$ cat src/rtl/hash_capture.sv
// -----------------------------------------------------------------------------
// hash_capture
//
// Captures one frame of HASH_BYTES hash bytes from the design under test into
// a small buffer. The buffer is read back through a registered port, and the
// frame status is shown as an FSM state intended for the LEDs.
//
// Parameters
//   HASH_BYTES : hash bytes per frame (1..64)
//   TIMEOUT    : maximum gap cycles allowed inside a frame (1..255)
//
// Ports
//   clk        : design clock, the same domain as the design under test
//   rst_async  : asynchronous active-high reset. Its release must already be
//                synchronised to clk before it reaches this block.
//   hash_i     : hash byte from the design under test
//   hash_v_i   : hash byte valid
//   clear_i    : synchronous re-arm. It has priority over hash_v_i.
//   rd_addr_i  : readout byte address
//   rd_data_o  : buffer[rd_addr_i] one cycle later. Reads 0x00 when the
//                address is at or above HASH_BYTES.
//   state_o    : IDLE=0, CAPTURE=1, DONE=2, ERROR=3
//   count_o    : bytes captured so far (saturates at HASH_BYTES)
//   done_o     : a complete frame has been captured
//   err_o      : sticky frame error (timeout or extra byte)
//   crc_o      : CRC-8 (poly 0x07) of the stored bytes. It is 0x00 unless
//                HASH_CAPTURE_CRC_EN is defined.
//
// Build option
//   HASH_CAPTURE_CRC_EN : enables the running CRC-8 over the stored bytes.
// -----------------------------------------------------------------------------
module hash_capture #(
  parameter int HASH_BYTES = 64,
  parameter int TIMEOUT    = 200
) (
  input  logic       clk,
  input  logic       rst_async,
  input  logic [7:0] hash_i,
  input  logic       hash_v_i,
  input  logic       clear_i,
  input  logic [5:0] rd_addr_i,
  output logic [7:0] rd_data_o,
  output logic [1:0] state_o,
  output logic [6:0] count_o,
  output logic       done_o,
  output logic       err_o,
  output logic [7:0] crc_o
);

  localparam logic [6:0] HB_LIM = 7'(HASH_BYTES);
  localparam logic [7:0] TO_LIM = 8'(TIMEOUT);

  typedef enum logic [1:0] {
    IDLE    = 2'd0,
    CAPTURE = 2'd1,
    DONE    = 2'd2,
    ERROR   = 2'd3
  } state_t;

  state_t     state_reg, state_next;
  logic [6:0] count_reg, count_next;
  logic [7:0] gap_reg,   gap_next;
  logic       wr_en;
  logic [5:0] wr_addr;
  logic [6:0] count_inc;
  logic [7:0] gap_inc;

  // The buffer always has 64 entries, so the 6-bit address indexes it directly.
  // Entries at or above HASH_BYTES are never written, and the read port masks
  // them out.
  logic [7:0] mem [0:63];
  logic [7:0] rd_data_reg;

  assign count_inc = count_reg + 7'd1;
  assign gap_inc   = gap_reg + 8'd1;

  always_ff @(posedge clk or posedge rst_async) begin
    if (rst_async) begin
      state_reg <= IDLE;
      count_reg <= 7'd0;
      gap_reg   <= 8'd0;
    end else begin
      state_reg <= state_next;
      count_reg <= count_next;
      gap_reg   <= gap_next;
    end
  end

  always_comb begin
    state_next = state_reg;
    count_next = count_reg;
    gap_next   = gap_reg;
    wr_en      = 1'b0;
    wr_addr    = count_reg[5:0];
    if (clear_i) begin
      // A byte that arrives in the same cycle as clear_i is dropped.
      state_next = IDLE;
      count_next = 7'd0;
      gap_next   = 8'd0;
    end else begin
      case (state_reg)
        IDLE: begin
          if (hash_v_i) begin
            wr_en      = 1'b1;
            wr_addr    = 6'd0;
            count_next = 7'd1;
            gap_next   = 8'd0;
            state_next = (HB_LIM == 7'd1) ? DONE : CAPTURE;
          end
        end
        CAPTURE: begin
          if (hash_v_i) begin
            wr_en      = 1'b1;
            count_next = count_inc;
            gap_next   = 8'd0;
            if (count_inc == HB_LIM) begin
              state_next = DONE;
            end
          end else begin
            gap_next = gap_inc;
            if (gap_inc == TO_LIM) begin
              state_next = ERROR;
            end
          end
        end
        DONE: begin
          // An extra byte after a complete frame is an overflow. The byte is
          // not stored, and count stays at HASH_BYTES.
          if (hash_v_i) begin
            state_next = ERROR;
          end
        end
        default: begin
          // ERROR is held until clear_i.
          state_next = ERROR;
        end
      endcase
    end
  end

  // The write port is not reset, so buffer contents survive both clear and
  // reset.
  always_ff @(posedge clk) begin
    if (wr_en) begin
      mem[wr_addr] <= hash_i;
    end
  end

  // Registered read. A same-cycle write to the same address returns the old
  // data.
  always_ff @(posedge clk or posedge rst_async) begin
    if (rst_async) begin
      rd_data_reg <= 8'h00;
    end else if ({1'b0, rd_addr_i} < HB_LIM) begin
      rd_data_reg <= mem[rd_addr_i];
    end else begin
      rd_data_reg <= 8'h00;
    end
  end

  assign rd_data_o = rd_data_reg;
  assign state_o   = state_reg;
  assign count_o   = count_reg;
  assign done_o    = (state_reg == DONE);
  assign err_o     = (state_reg == ERROR);

`ifdef HASH_CAPTURE_CRC_EN
  logic [7:0] crc_reg, crc_next;

  // One byte of CRC-8, polynomial 0x07, MSB first.
  function automatic logic [7:0] crc8_byte(input logic [7:0] val);
    logic [7:0] c;
    c = val;
    for (int i = 0; i < 8; i++) begin
      c = c[7] ? ((c << 1) ^ 8'h07) : (c << 1);
    end
    return c;
  endfunction

  // The CRC advances only on stored bytes. Bytes dropped in DONE, in ERROR or
  // on clear leave it unchanged.
  always_comb begin
    crc_next = crc_reg;
    if (clear_i) begin
      crc_next = 8'h00;
    end else if (wr_en) begin
      crc_next = crc8_byte(crc_reg ^ hash_i);
    end
  end

  always_ff @(posedge clk or posedge rst_async) begin
    if (rst_async) begin
      crc_reg <= 8'h00;
    end else begin
      crc_reg <= crc_next;
    end
  end

  assign crc_o = crc_reg;
`else
  assign crc_o = 8'h00;
`endif

endmodule

$ cat config.mk
export PLATFORM = sky130hd
export DESIGN_NAME = hash_capture
export DESIGN_NICKNAME = d
export VERILOG_FILES = /design/src/rtl/hash_capture.sv
export SDC_FILE = /design/constraint.sdc
export NUM_CORES = 1
export LEC_CHECK = 0
export CAP_MARGIN = 20
export CORE_UTILIZATION = 44
export DETAILED_ROUTE_END_ITERATION = 8
export HOLD_SLACK_MARGIN = 0.03
export SYNTH_ARGS = -nofsm -noshare
export SYNTH_HDL_FRONTEND = slang
export SYNTH_SLANG_ARGS = --single-unit
$ cat constraint.sdc
create_clock -name clk -period 2.68 [get_ports clk]
set_input_delay 0.268 -clock clk [delete_from_list [all_inputs] [get_ports clk]]
set_output_delay 0.268 -clock clk [all_outputs]
set_load 0.01 [all_outputs]
==> summary.md <==
| Metric | Value |
|---|---|
| HP Class | `primary input to async pin` |
| Slowest cell delay on critical path | `0.56 ns` |
| Initial DRC Count | `1,018` |
| Clock sinks | `537` |
| First-pass GRT wire length | `72.14 mm` |
| Crit path cell chain | `and2_1 -> clkdlybuf4s50_1` |
| Crit path launch type | `register` |
| FF-to-FF setup slack | `0.60 ns` |
| Outcome | `finished clean` |
| Share of the synthesized area in the top cell type | `72.66%` |
| Final worst-path cycle share | `79.95%` |
| WL final | `48.58 mm` |
| Max frequency | `0.4667 GHz` |
| Clock power frac | `41.4%` |
| Switch share | `21.05%` |
| Worst vdd ir | `0.4454 mV` |
| CP bufs+invs | `1` |
| Root Driver | `clkbuf_16` |
| R2R Path End | `mem[14][1]` |
| Initial antenna violation count | `0` |
| Row count | `79` |
| Setup Skew | `0.01966 ns` |
| Die Y | `221.3 microns` |
| Crit path max-delay family | `flip-flops` |
| Cell internal pwr | `13,670 uW` |
| Setup Crit Path Kind | `register to output pin` |
| Fin. Hold Viols | `0` |
| Max FO, Critical Path | `12` |
| Yosys reg bits | `537` |
| Arrival time at the worst endpoint | `1.87 ns` |
| Later-pin clock latency in the skew report | `0.61 ns` |
| Synth cell types | `50` |
| Cells on worst reg2reg path | `8` |
| Max FFs per register | `512` |
| R2R Path Start | `state_o[1]` |
| Die Area | `48,970 sq um` |
| Setup Buffers After CTS | `0` |
| Chip width | `221.3 microns` |
| Final HPWL DP | `30.52 mm` |
| Required time worst endpoint | `2.41 ns` |
| Max H-tree Level | `2` |
| N_diodes | `0` |
| Starting density of the core | `45.07%` |
| Routed vias | `10,669` |
| Slew Viols, Final | `0` |
| Synth Area per Inst | `19.94 sq um` |
| Slowest cell on the critical path | `dfrtp_1` |
| TritonRoute pass-1 iters | `5` |
| DRC | `0` |
| Final ANT Viol Nets | `0` |
| Worst-case clock buffer depth | `3` |
| Finish-stage setup viols | `0` |
| Sequential share of power | `53.4%` |
| Yosys top cell by area | `edfxtp_1` |
| IO buf count | `36` |
| Worst-Margin Slew | `0.7885 ns` |
| Number of synthesized flops with an enable pin | `512` |
| CTS Buf Count | `55` |
| Pwr/cell area | `699.2 nW/um^2` |
| Core Util, Final | `52.73%` |
| Area of the core | `46,950 sq um` |
| Max-Cap Viols | `0` |
| Cell Area, Synth | `21,160 sq um` |
| Largest net degree at the start of global routing | `65` |
| Sum Neg Setup Slack | `0 ns` |
| Total Nets Final | `1,252` |
| Avg WL per Cell | `25.83 microns` |
| # fillers | `3,639` |
| Layout cells sized above 1 | `28.18%` |
| GP Congestion | `0.8085` |
| Post-cts hold buffer count | `0` |
| Post_cts resized | `0` |
| Via density per instance | `5.672` |
| RSZ-0062 raised after global routing | `no` |
| Yosys warnings | `0` |
| Fin crit period | `2.143 ns` |
| Mapped Cells | `1,061` |
| Worst slew margin | `47.44%` |
| GRT Overall Usage | `20.25%` |
| Main synth FF type | `edfxtp_1` |
| Synth top area cells | `edfxtp_1, mux4_2, dfrtp_1` |
| Worst setup EP type | `output pin` |
| Leak pwr | `0.008114 uW` |
| Switching power | `3644 uW` |
| Clock transition at the registers of the reported paths | `0.06 ns` |
| Seq/Total Area, Yosys | `75.61%` |
| Async set or reset register ratio after synthesis | `4.655%` |
| Vias in the first global route | `10,855` |
| Gate power share | `5.2%` |
| Area Overhead vs Synth | `17.00%` |
| Gr ovfl total | `0` |
| CTS tree | `yes` |
| Io pins | `45` |
==> worst min-delay path, stage by stage <==
cell and delay [ns]:
clkdlybuf4s50_1 0.39, inv_1 0.06, buf_4 0.37
==> layout make-up <==
| class | count | area (sq um) | share of cell area [%] |
|---|---|---|---|
| clock buffer | 73 | 1444 | 5.832 |
| clock inverter | 26 | 237.7 | 0.9602 |
| multi-input combinational | 460 | 4796 | 19.37 |
| timing repair buffer | 174 | 1505 | 6.080 |
| inverter | 4 | 15.01 | 0.06065 |
| tap | 607 | 759.5 | 3.068 |
| sequential | 537 | 16000 | 64.63 |
==> worst max path at each step <==
stage,start,slack [ns],end,depth (start not counted)
finish,state_o[0],0.54,err_o,2
global route,state_o[1],0.37,mem[14][1],8
CTS,state_o[0],0.51,err_o,2
detailed placement,hash_v_i,0.29,mem[14][2],9
global placement,hash_v_i,0.30,mem[47][3],8
floorplan,state_o[1],0.30,mem[31][0],5
==> Yosys cell counts, types with 7 or more instances <==
cell type,number
edfxtp_1,512
mux4_2,126
a21oi_1,8
dfrtp_1,25
buf_4,15
nor2_1,82
clkbuf_1,29
buf_2,12
mux2_2,13
buf_6,7
mux2i_1,27
o22ai_1,7
nand2_1,46
o21ai_0,26
nand3_1,23
nor2b_1,10
==> per-stage QoR <==
step	std cells	power, uW	cell area [sq um]	setup WS, ns	hold WS, ns
2_1_floorplan	1068	9900	21190	0.2989	0.2953
3_3_place_gp	1782	10330	23080	0.3039	0.5034
3_5_place_dp	1782	10330	23080	0.2948	0.5240
4_1_cts	1881	17480	24760	0.5057	0.05535
5_1_grt	1881	17830	24760	0.3654	0.08174
6_report	1881	17310	24760	0.5373	0.06637
==> kinds of logic (layout without fill, tap and decap cells) <==
| group | count (synthesis) | in the layout | share of synthesized area, % |
|---|---|---|---|
| compound gates | 88 | 88 | 2.761 |
| xor+xnor | 3 | 3 | 0.1242 |
| fa+ha+maj | 2 | 2 | 0.1182 |
| buf+inv | 71 | 277 | 1.845 |
| flops | 537 | 537 | 75.61 |
| mux | 168 | 168 | 15.49 |
| other cells | 1 | 8 | 0.01772 |
| simple gates | 191 | 191 | 4.033 |
==> routing by layer <==
metal | part of all wire [%] | routed length, microns | global-route usage [%] | vias up
met3 | 5.4 | 2621 | 2.988 | 75
met2 | 49 | 23870 | 33.05 | 311
met1 | 43 | 20970 | 28.25 | 5618
met5 | 0 | 0 | 0 | -
met4 | 2.3 | 1113 | 6.271 | 0
li1 | - | - | - | 4665
==> cells in the final DEF, fill, tap and decap left out, types with 8 or more instances in the layout <==
cell type / netlist / routed
o21ai_0: 26 / 26
clkbuf_1: 29 / 18
edfxtp_1: 512 / 512
buf_12: 0 / 12
a21oi_1: 8 / 8
dfrtp_1: 25 / 25
nor2_1: 82 / 82
buf_4: 15 / 128
buf_2: 12 / 8
nor2b_1: 10 / 10
clkbuf_16: 0 / 55
clkdlybuf4s50_1: 0 / 25
clkinv_1: 0 / 10
mux2i_1: 27 / 27
conb_1: 1 / 8
mux2_2: 13 / 13
nand3_1: 23 / 23
nand2_1: 46 / 46
mux4_2: 126 / 126
==> power by group through the flow <==
stage / Combinational, uW / Sequential [uW] / Clock [uW]
after floorplan: 483 / 9420 / 0
after detailed placement: 911 / 9420 / 0
after global routing: 962 / 9250 / 7620
after CTS: 914 / 9240 / 7320
after global placement: 906 / 9420 / 0
final: 897 / 9250 / 7170
Note: power is estimated with default switching activity, not from simulation.
